<file path="src/rtl/sound_seq.sv">
// Note sequencer: queues {period, duration} pairs in a small FIFO and plays them one at a time
// by driving a registered tone value for duration * TICK_DIV clock cycles, with an optional gap.
module sound_seq #(
    parameter int unsigned DEPTH    = 8,
    parameter int unsigned TICK_DIV = 25000,
    parameter int unsigned GAP_CYC  = 0
) (
    input  logic        clk,
    input  logic        resetn,
    input  logic        push,
    input  logic [15:0] wr_period,
    input  logic [15:0] wr_dur,
    input  logic        stop,
    output logic [15:0] tone,
    output logic        full,
    output logic        empty,
    output logic        busy,
    output logic        ovf
);

    localparam int unsigned AW = (DEPTH > 1) ? $clog2(DEPTH) : 1;
    localparam int unsigned PW = (TICK_DIV > 1) ? $clog2(TICK_DIV) : 1;
    localparam int unsigned GW = (GAP_CYC > 1) ? $clog2(GAP_CYC) : 1;

    localparam logic [AW:0]   CNT_FULL = (AW + 1)'(DEPTH);
    localparam logic [AW:0]   CNT_ONE  = (AW + 1)'(1);
    localparam logic [PW-1:0] PRE_LAST = PW'(TICK_DIV - 1);
    localparam logic [GW-1:0] GAP_LAST = GW'(GAP_CYC - 1);

    typedef enum logic [1:0] {StIdle, StLoad, StPlay, StGap} state_t;

    state_t        state_q, state_d;
    logic [15:0]   tone_q, tone_d;
    logic [15:0]   dur_q, dur_d;
    logic [PW-1:0] pre_q, pre_d;
    logic [15:0]   tick_q, tick_d;
    logic [GW-1:0] gap_q, gap_d;
    logic          ovf_q;

    logic [31:0]   mem_q [DEPTH];
    logic [AW-1:0] rd_ptr_q, wr_ptr_q;
    logic [AW:0]   cnt_q;

    logic [31:0]   head;
    logic [15:0]   head_period, head_dur;
    logic          fifo_full, fifo_empty;
    logic          do_push, do_pop;

    assign head        = mem_q[rd_ptr_q];
    assign head_period = head[31:16];
    assign head_dur    = head[15:0];
    assign fifo_full   = (cnt_q == CNT_FULL);
    assign fifo_empty  = (cnt_q == '0);

    // Fullness is judged on the registered count, so a same-cycle pop never frees a slot.
    assign do_push = push && !stop && !fifo_full;

    always_comb begin
        state_d = state_q;
        tone_d  = tone_q;
        dur_d   = dur_q;
        pre_d   = pre_q;
        tick_d  = tick_q;
        gap_d   = gap_q;
        do_pop  = 1'b0;

        unique case (state_q)
            StIdle: begin
                tone_d = '0;
                if (!fifo_empty) state_d = StLoad;
            end
            StLoad: begin
                do_pop = 1'b1;
                pre_d  = '0;
                tick_d = '0;
                if (head_dur != '0) begin
                    state_d = StPlay;
                    tone_d  = head_period;
                    dur_d   = head_dur;
                end else begin
                    tone_d  = '0;
                    state_d = (cnt_q > CNT_ONE) ? StLoad : StIdle;
                end
            end
            StPlay: begin
                if (pre_q == PRE_LAST) begin
                    pre_d = '0;
                    if (tick_q == dur_q - 16'd1) begin
                        tone_d = '0;
                        gap_d  = '0;
                        if (GAP_CYC > 0) state_d = StGap;
                        else             state_d = fifo_empty ? StIdle : StLoad;
                    end else begin
                        tick_d = tick_q + 16'd1;
                    end
                end else begin
                    pre_d = pre_q + PW'(1);
                end
            end
            StGap: begin
                if (gap_q == GAP_LAST) state_d = fifo_empty ? StIdle : StLoad;
                else                   gap_d   = gap_q + GW'(1);
            end
            default: state_d = StIdle;
        endcase

        if (stop) begin
            state_d = StIdle;
            tone_d  = '0;
            do_pop  = 1'b0;
        end
    end

    always_ff @(posedge clk) begin
        if (!resetn) begin
            state_q  <= StIdle;
            tone_q   <= '0;
            dur_q    <= '0;
            pre_q    <= '0;
            tick_q   <= '0;
            gap_q    <= '0;
            ovf_q    <= 1'b0;
            rd_ptr_q <= '0;
            wr_ptr_q <= '0;
            cnt_q    <= '0;
        end else begin
            state_q <= state_d;
            tone_q  <= tone_d;
            dur_q   <= dur_d;
            pre_q   <= pre_d;
            tick_q  <= tick_d;
            gap_q   <= gap_d;
            if (stop) begin
                rd_ptr_q <= '0;
                wr_ptr_q <= '0;
                cnt_q    <= '0;
                ovf_q    <= 1'b0;
            end else begin
                if (do_push) wr_ptr_q <= wr_ptr_q + AW'(1);
                if (do_pop)  rd_ptr_q <= rd_ptr_q + AW'(1);
                cnt_q <= cnt_q + (AW + 1)'(do_push) - (AW + 1)'(do_pop);
                if (push && fifo_full) ovf_q <= 1'b1;
            end
        end
    end

    always_ff @(posedge clk) begin
        if (resetn && do_push) mem_q[wr_ptr_q] <= {wr_period, wr_dur};
    end

    assign tone  = tone_q;
    assign full  = fifo_full;
    assign empty = fifo_empty;
    assign busy  = (state_q != StIdle);
    assign ovf   = ovf_q;

endmodule

</file>
<file path="config.mk">
export PLATFORM = sky130hd
export DESIGN_NAME = sound_seq
export DESIGN_NICKNAME = d
export VERILOG_FILES = /design/src/rtl/sound_seq.sv
export SDC_FILE = /design/constraint.sdc
export NUM_CORES = 1
export LEC_CHECK = 0
export CORE_MARGIN = 2
export CORE_UTILIZATION = 68
export CTS_CLUSTER_DIAMETER = 60
export DETAILED_ROUTE_END_ITERATION = 16
export DONT_BUFFER_PORTS = 1
export PLACE_DENSITY = 0.8
export SYNTH_ARGS = -nofsm -noshare
export SYNTH_HDL_FRONTEND = slang
export SYNTH_SLANG_ARGS = --single-unit
</file>
<file path="constraint.sdc">
create_clock -name clk -period 6.3 [get_ports clk]
set_input_delay 1.26 -clock clk [delete_from_list [all_inputs] [get_ports clk]]
set_output_delay 1.26 -clock clk [all_outputs]
set_load 0.01 [all_outputs]
</file>
==> flow_summary_export.csv, run 1 <==
group,metric,value,unit
run_status,status,"finished, final reports clean",
clock_network,htreeDepth,2,
floorplan,dieHeight,146,µm
worst_setup_path,cp.arrival,4.59,ns
clock_network,cts_num_sinks,336,
sta,finalHoldViolCount,0,
logic_synthesis,synthAdderAreaFrac,1.50,%
min_path,hold_start,"pre_q[14]",
run,cap_violations,0,
logic_synthesis,synthMuxAreaShare,14.1,%
logic_synthesis,synth-edff-count,256,
logic_synthesis,synth.ff_latch_count,336,
clock_network,post_cts_buffers,0,
placement,globalplace.congestion,0.859,
logic_synthesis,yosys.cell_types.count,62,
floorplan,core-area,20100,µm²
sta,slew_headroom,27.1,%
floorplan,rows,52,
min_path,hold_class,"flop to flop",
logic_synthesis,synthesis.area,13800,µm²
pwr,p_int,0.00358,W
layout,final_common_cell,"edfxtp_1",
clock_network,root_buffer,"clkbuf_16",
pwr,ir_drop,0.000383,V
route,dr.pass1.iters,5,
logic_synthesis,synth-simple-area-share,8.99,%
route,drt_iter0_drc,578,
logic_synthesis,yosysWarningCount,0,
sta,final-setup-viol-count,0,
placement,dpl_worst_slack,2.11,ns
worst_setup_path,r2r.worst_path.cells,10,
layout,drive_gt1_share,15.9,%
pwr,pwr-share-seq,53.6,%
pwr,p_per_area,299,nW/µm²
global_route,grt_overflow,0,
logic_synthesis,synth_top_family_by_area,"multiplexers",
clock_network,path_clk_slew,0.06,ns
worst_setup_path,worstSetupPathType,"flop to flop",
route,post_drt_wl_per_cell,23.7,µm
logic_synthesis,synthCells,892,
worst_setup_path,crit_required,6.75,ns
route,vias,7742,
global_route,grt_pass1_wl,44.5,mm
logic_synthesis,syn_area_per_cell,15.5,µm²
logic_synthesis,syn_nets,944,
sta,drv_slew,0,
route,via_per_inst,6.49,
sta,skew,0.0199,ns
sta,worst_slack,2.16,ns
worst_setup_path,crit_path_end_kind,"flop",
floorplan,die_w,146,µm
worst_setup_path,start_kind,"flop",
pwr,p_leak,4.90,nW
global_route,grt_use_total,27.2,%
pwr,p_total,0.00452,W
clock_network,cts_tree,"built",
pwr,clkPwrFrac,42.3,%
floorplan,initial_core_util,68.7,%
pwr,p_sw_share,20.8,%
route,route.detailed.drc,0,
clock_network,numCtsBuffers,34,
layout,final_cell_mix,"edfxtp_1 (256), nor2_1 (80), dfxtp_1 (77)",
layout,antenna_cells,0,
logic_synthesis,synth-main-ff-cell,"edfxtp_1",
placement,io_buffers,0,
clock_network,clock_path_buffers,3,
layout,final_nets,949,
clock_network,clkLatencyLatePin,0.52,ns
floorplan,ios,56,
logic_synthesis,synth-xor-area-share,2.35,%
logic_synthesis,synth-seq-area-share,67.3,%
route,ant_nets,0,
clock_network,postCtsHoldBufs,0,
clock_network,ctsResizeCount,0,
route,drt-total-wl,28.3,mm
sta,max_freq,0.242,GHz
pwr,p_comb_share,4.1,%
sta,min_period_over_period,65.7,%
floorplan,die_area,21500,µm²
placement,place_hpwl,16.2,mm
sta,setup-tns-final,0,ns
layout,fin_util,75.3,%
sta,rsz0062_at_grt,"no",
layout,areaGrowthSynthToFinish,9.59,%
global_route,antenna_found_initial,0,
sta,fin_crit,4.14,ns
logic_synthesis,synthArstFlopShare,0,%
sta,tightest_slew,1.09,ns
worst_setup_path,cp_max_fo,25,
pwr,p_switching,0.000941,W
min_path,hold_depth,2,
logic_synthesis,synth_compound_area_share,3.76,%
global_route,grt_pass1_vias,7933,
global_route,grt_max_degree,65,
layout make-up:
| class | count | area, µm² |
|---|---|---|
| flip-flops and latches | 336 | 9300 |
| fillers | 1142 | 4970 |
| multi-input cells | 491 | 4260 |
| clock buffers | 47 | 941 |
| well taps | 270 | 338 |
| clock inverters | 15 | 123 |
| repair buffers | 13 | 95.1 |
| inverters | 21 | 78.8 |
synthesized netlist by cell type (all sizes together), types with 5 or more instances:
library cell  instances  share of area (%)
a21oi                18               0.73
and2                 19               0.86
and3                  6               0.27
buf                  21               0.85
clkbuf               23               0.63
dfxtp                80                 12
edfxtp              256                 56
ha                   15                1.4
inv                  21               0.57
mux2i                50                3.6
mux4                 64                 10
nand2                43                1.2
nand2b                6               0.27
nand3                18               0.65
nand4                17               0.82
nor2                 87                2.4
nor3                  9               0.36
nor4                 12               0.65
o21a                  5               0.27
o21ai                30                1.1
or3                   5               0.23
or4                   6               0.33
xnor2                17                1.1
xor2                 20                1.3
sequential cells by signal (all words and copies together) (netlist names), 2 cells and up, named ones only:
name and count:
tone 16, tick_q 16, dur_q 16, pre_q 15
state_q 2, mem_q 256, wr_ptr_q 3, rd_ptr_q 3
cnt_q 4
stage by stage:
stage               area (µm²)  std cells  hold WS (ns)
finish                   15100       1193         0.510
global route             15100       1193         0.539
CTS                      15100       1192         0.514
detailed placement       14100       1130         0.493
global placement         14100       1130         0.491
floorplan                13800        892         0.468
cells by family (layout without fill, tap and decap cells):
group,count (synthesis),in the layout
AO/OA/AOI/OAI,80,80
XOR/XNOR,37,37
adder cells (fa/ha/maj),16,16
buffers and inverters,65,96
flip-flops,336,336
multiplexers,114,114
AND/OR/NAND/NOR,244,244
worst max-delay path, stage by stage, from the launching register on:
cell and delay, ns:
dfxtp_2 0.88, buf_4 0.47, mux4_2 0.37, mux2i_1 0.32
nand4_1 0.17, nor4_1 0.44, nand2b_1 0.67, buf_4 0.37
nand2_1 0.09, o21ai_0 0.10, and2_1 0.17
power by group through the flow:
stage	Sequential, W	Combinational [W]	Clock (W)
finish	0.00242	0.000185	0.00191
global route	0.00242	0.000203	0.00202
CTS	0.00242	0.000183	0.00194
detailed placement	0.00247	0.000181	0
global placement	0.00247	0.000175	0
floorplan	0.00246	0.000151	0
final timing paths:
kind	to	slack (ns)
worst max-delay path	dur_q[14]	2.16
worst max register to register	dur_q[14]	2.16
worst min-delay path	pre_q[14]	0.51
worst min register to register	pre_q[14]	0.51
metal layers:
| metal | up-vias | global-route usage [%] | wire length, µm |
|---|---|---|---|
| li1 | 3433 | - | - |
| met1 | 3915 | 37.4 | 11200 |
| met2 | 348 | 45.4 | 14300 |
| met3 | 46 | 5.75 | 2270 |
| met4 | 0 | 7.09 | 518 |
| met5 | - | 0 | 0 |
No activity file was read; power rests on OpenSTA's default activity.
==> inputs of run 2 (changes only) <==
--- a/config.mk
+++ b/config.mk
@@ -6,11 +6,11 @@
 export NUM_CORES = 1
 export LEC_CHECK = 0
 export CORE_MARGIN = 2
-export CORE_UTILIZATION = 68
+export CORE_UTILIZATION = 63
 export CTS_CLUSTER_DIAMETER = 60
 export DETAILED_ROUTE_END_ITERATION = 16
 export DONT_BUFFER_PORTS = 1
-export PLACE_DENSITY = 0.8
+export PLACE_DENSITY = 0.75
 export SYNTH_ARGS = -nofsm -noshare
 export SYNTH_HDL_FRONTEND = slang
 export SYNTH_SLANG_ARGS = --single-unit
==> constraint.sdc (replaced) <==
create_clock -name clk -period 4.1 [get_ports clk]
set_input_delay 0.82 -clock clk [delete_from_list [all_inputs] [get_ports clk]]
set_output_delay 0.82 -clock clk [all_outputs]
set_load 0.01 [all_outputs]
==> run 2 against run 1 <==
Sequential share of layout area is 0.82 points lower. Non-clock buffer count up 7. Sequential cell count unchanged. Sequential power rose by 54%. Clock skew increased by 0.0020 ns. Utilization is 4.6 points lower. Worst setup slack worse by 1.4 ns. Clock-buffer cell count is 4 higher. Critical path depth did not move.
==> flow_summary_export.csv, run 2 (synthesis results as in run 1) <==
group,metric,value,unit
sta,drv_slew,0,
layout,largest_register_ffs,256,
placement,globalplace.congestion,0.791,
worst_setup_path,path_buf_inv,1,
route,route.detailed.drc,0,
clock_network,path_clk_slew,0.06,ns
clock_network,clkLatencyLatePin,0.52,ns
worst_setup_path,cpPeakStageDelay,0.73,ns
clock_network,htreeDepth,2,
sta,setup-tns-final,0,ns
layout,final_nets,957,
route,via_per_inst,6.22,
run,cap_violations,0,
clock_network,post_cts_buffers,0,
pwr,p_per_area,462,nW/µm²
worst_setup_path,start_kind,"flop",
worst_setup_path,crit_path_end_kind,"flop",
worst_setup_path,crit_required,4.49,ns
sta,fin_crit,3.38,ns
global_route,grt_util_met3,5.39,%
global_route,grt_pass1_vias,7670,
layout,final_cell_mix,"edfxtp_1 (256), nor2_1 (80), dfxtp_1 (77)",
route,ant_nets,0,
clock_network,numCtsBuffers,35,
global_route,grt_overflow,0,
global_route,grt_most_used_layer,"met2",
floorplan,ios,56,
route,drt_iter0_drc,602,
global_route,met1_usage,31.6,%
min_path,hold_class,"input pin to flop",
route,vias,7527,
pwr,ir_drop,0.000430,V
layout,largest-register,"mem_q",
clock_network,clock_path_buffers,3,
floorplan,rows,54,
sta,final-setup-viol-count,0,
placement,place_hpwl,17.0,mm
layout,final_common_cell,"edfxtp_1",
worst_setup_path,crit_path_cell_trace,"inv_1 > ha_1 > nor4b_1 > nand3_1 > xnor2_1 > nor4_1 > nand4_2 > a21oi_4 > mux2i_1 > nor2_1",
global_route,grt_use_total,23.8,%
worst_setup_path,cp.arrival,3.77,ns
pwr,p_leak,4.98,nW
global_route,grt_max_degree,33,
global_route,grt_pass1_wl,42.5,mm
sta,finalHoldViolCount,0,
run_status,status,"finished, final reports clean",
global_route,antenna_found_initial,0,
placement,io_buffers,0,
sta,skew,0.0219,ns
clock_network,ctsResizeCount,0,
route,dr.pass1.iters,5,
global_route,met2_usage,40.2,%
worst_setup_path,critical-path-top-delay-family,"simple AND/OR/NAND/NOR gates",
worst_setup_path,cp_max_fo,16,
layout,fin_util,70.7,%
floorplan,initial_core_util,63.7,%
sta,slew_headroom,40.3,%
sta,min_period_over_period,82.5,%
layout,antenna_cells,0,
floorplan,dieHeight,152,µm
sta,max_freq,0.296,GHz
layout,drive_gt1_share,16.8,%
sta,rsz0062_at_grt,"no",
clock_network,cts_tree,"built",
layout,fill_cells,1345,
clock_network,cts_num_sinks,336,
clock_network,root_buffer,"clkbuf_16",
floorplan,core-area,21700,µm²
clock_network,postCtsHoldBufs,0,
worst_setup_path,cp_slowest_cell,"a21oi_4",
route,drt-total-wl,27.2,mm
floorplan,die_w,152,µm
route,post_drt_wl_per_cell,22.5,µm
worst_setup_path,worstSetupPathType,"flop to flop",
layout,areaGrowthSynthToFinish,11.1,%
floorplan,die_area,23100,µm²
sta,tightest_slew,0.893,ns
[run 2: cell count changes in the layout (fill, tap and decap cells not counted), moves of 2 or more]
cell and delta:
clkbuf_8 +3, clkinvlp_4 -2, buf_12 +2, nor2_4 +6, clkinv_2 -3, clkinv_1 -2, nor2_2 -6, buf_4 +4
[run 2: routing by layer]
metal,wire length [µm],vias to the layer above
li1,-,3442
met1,11100,3806
met2,13800,227
met3,1790,52
met4,564,0
met5,0,-
[run 2: final cells by class]
type                       count  area [µm²]  area share, %
clock inverter                12         159           1.04
inverter                      21        78.8          0.514
clock buffer                  51         986           6.43
sequential                   336        9300           60.6
multi-input combinational    491        4300           28.0
tap                          280         350           2.28
timing repair buffer          20         170           1.11
[run 2: where the power goes]
group          switching, W  total [W]  leakage [nW]  internal, W
combinational      0.000168   0.000287          1.47     0.000119
clock               0.00126    0.00308         0.553      0.00182
sequential        0.0000308    0.00372          2.95      0.00369
total               0.00146    0.00708          4.98      0.00563
[run 2: worst paths after layout]
kind                            startpoint     endpoint  slack, ns  depth (start not counted)
worst max-delay path              dur_q[0]      tone[3]       0.72                         10
worst min-delay path             wr_dur[2]  mem_q[0][2]       0.39                          0
worst max register to register    dur_q[0]      tone[3]       0.72                         10
worst min register to register   tick_q[1]    tick_q[1]       0.50                          2
[run 2: stage by stage]
stage	hold WS (ns)	instance area (µm²)	setup slack (ns)	total power, W	instances
global route	0.377	15300	0.319	0.00728	1211
global placement	0.486	14200	0.741	0.00406	1146
floorplan	0.468	13800	0.174	0.00401	892
CTS	0.378	15300	0.738	0.00713	1209
finish	0.391	15300	0.718	0.00708	1211
detailed placement	0.499	14200	0.756	0.00408	1146
[run 2: worst register-to-register path: stages, from the launching register on]
cell     delay, ns
dfxtp_1       0.39
inv_1         0.09
ha_1          0.21
nor4b_1       0.47
nand3_1       0.16
xnor2_1       0.19
nor4_1        0.40
nand4_2       0.24
a21oi_4       0.73
mux2i_1       0.31
nor2_1        0.06
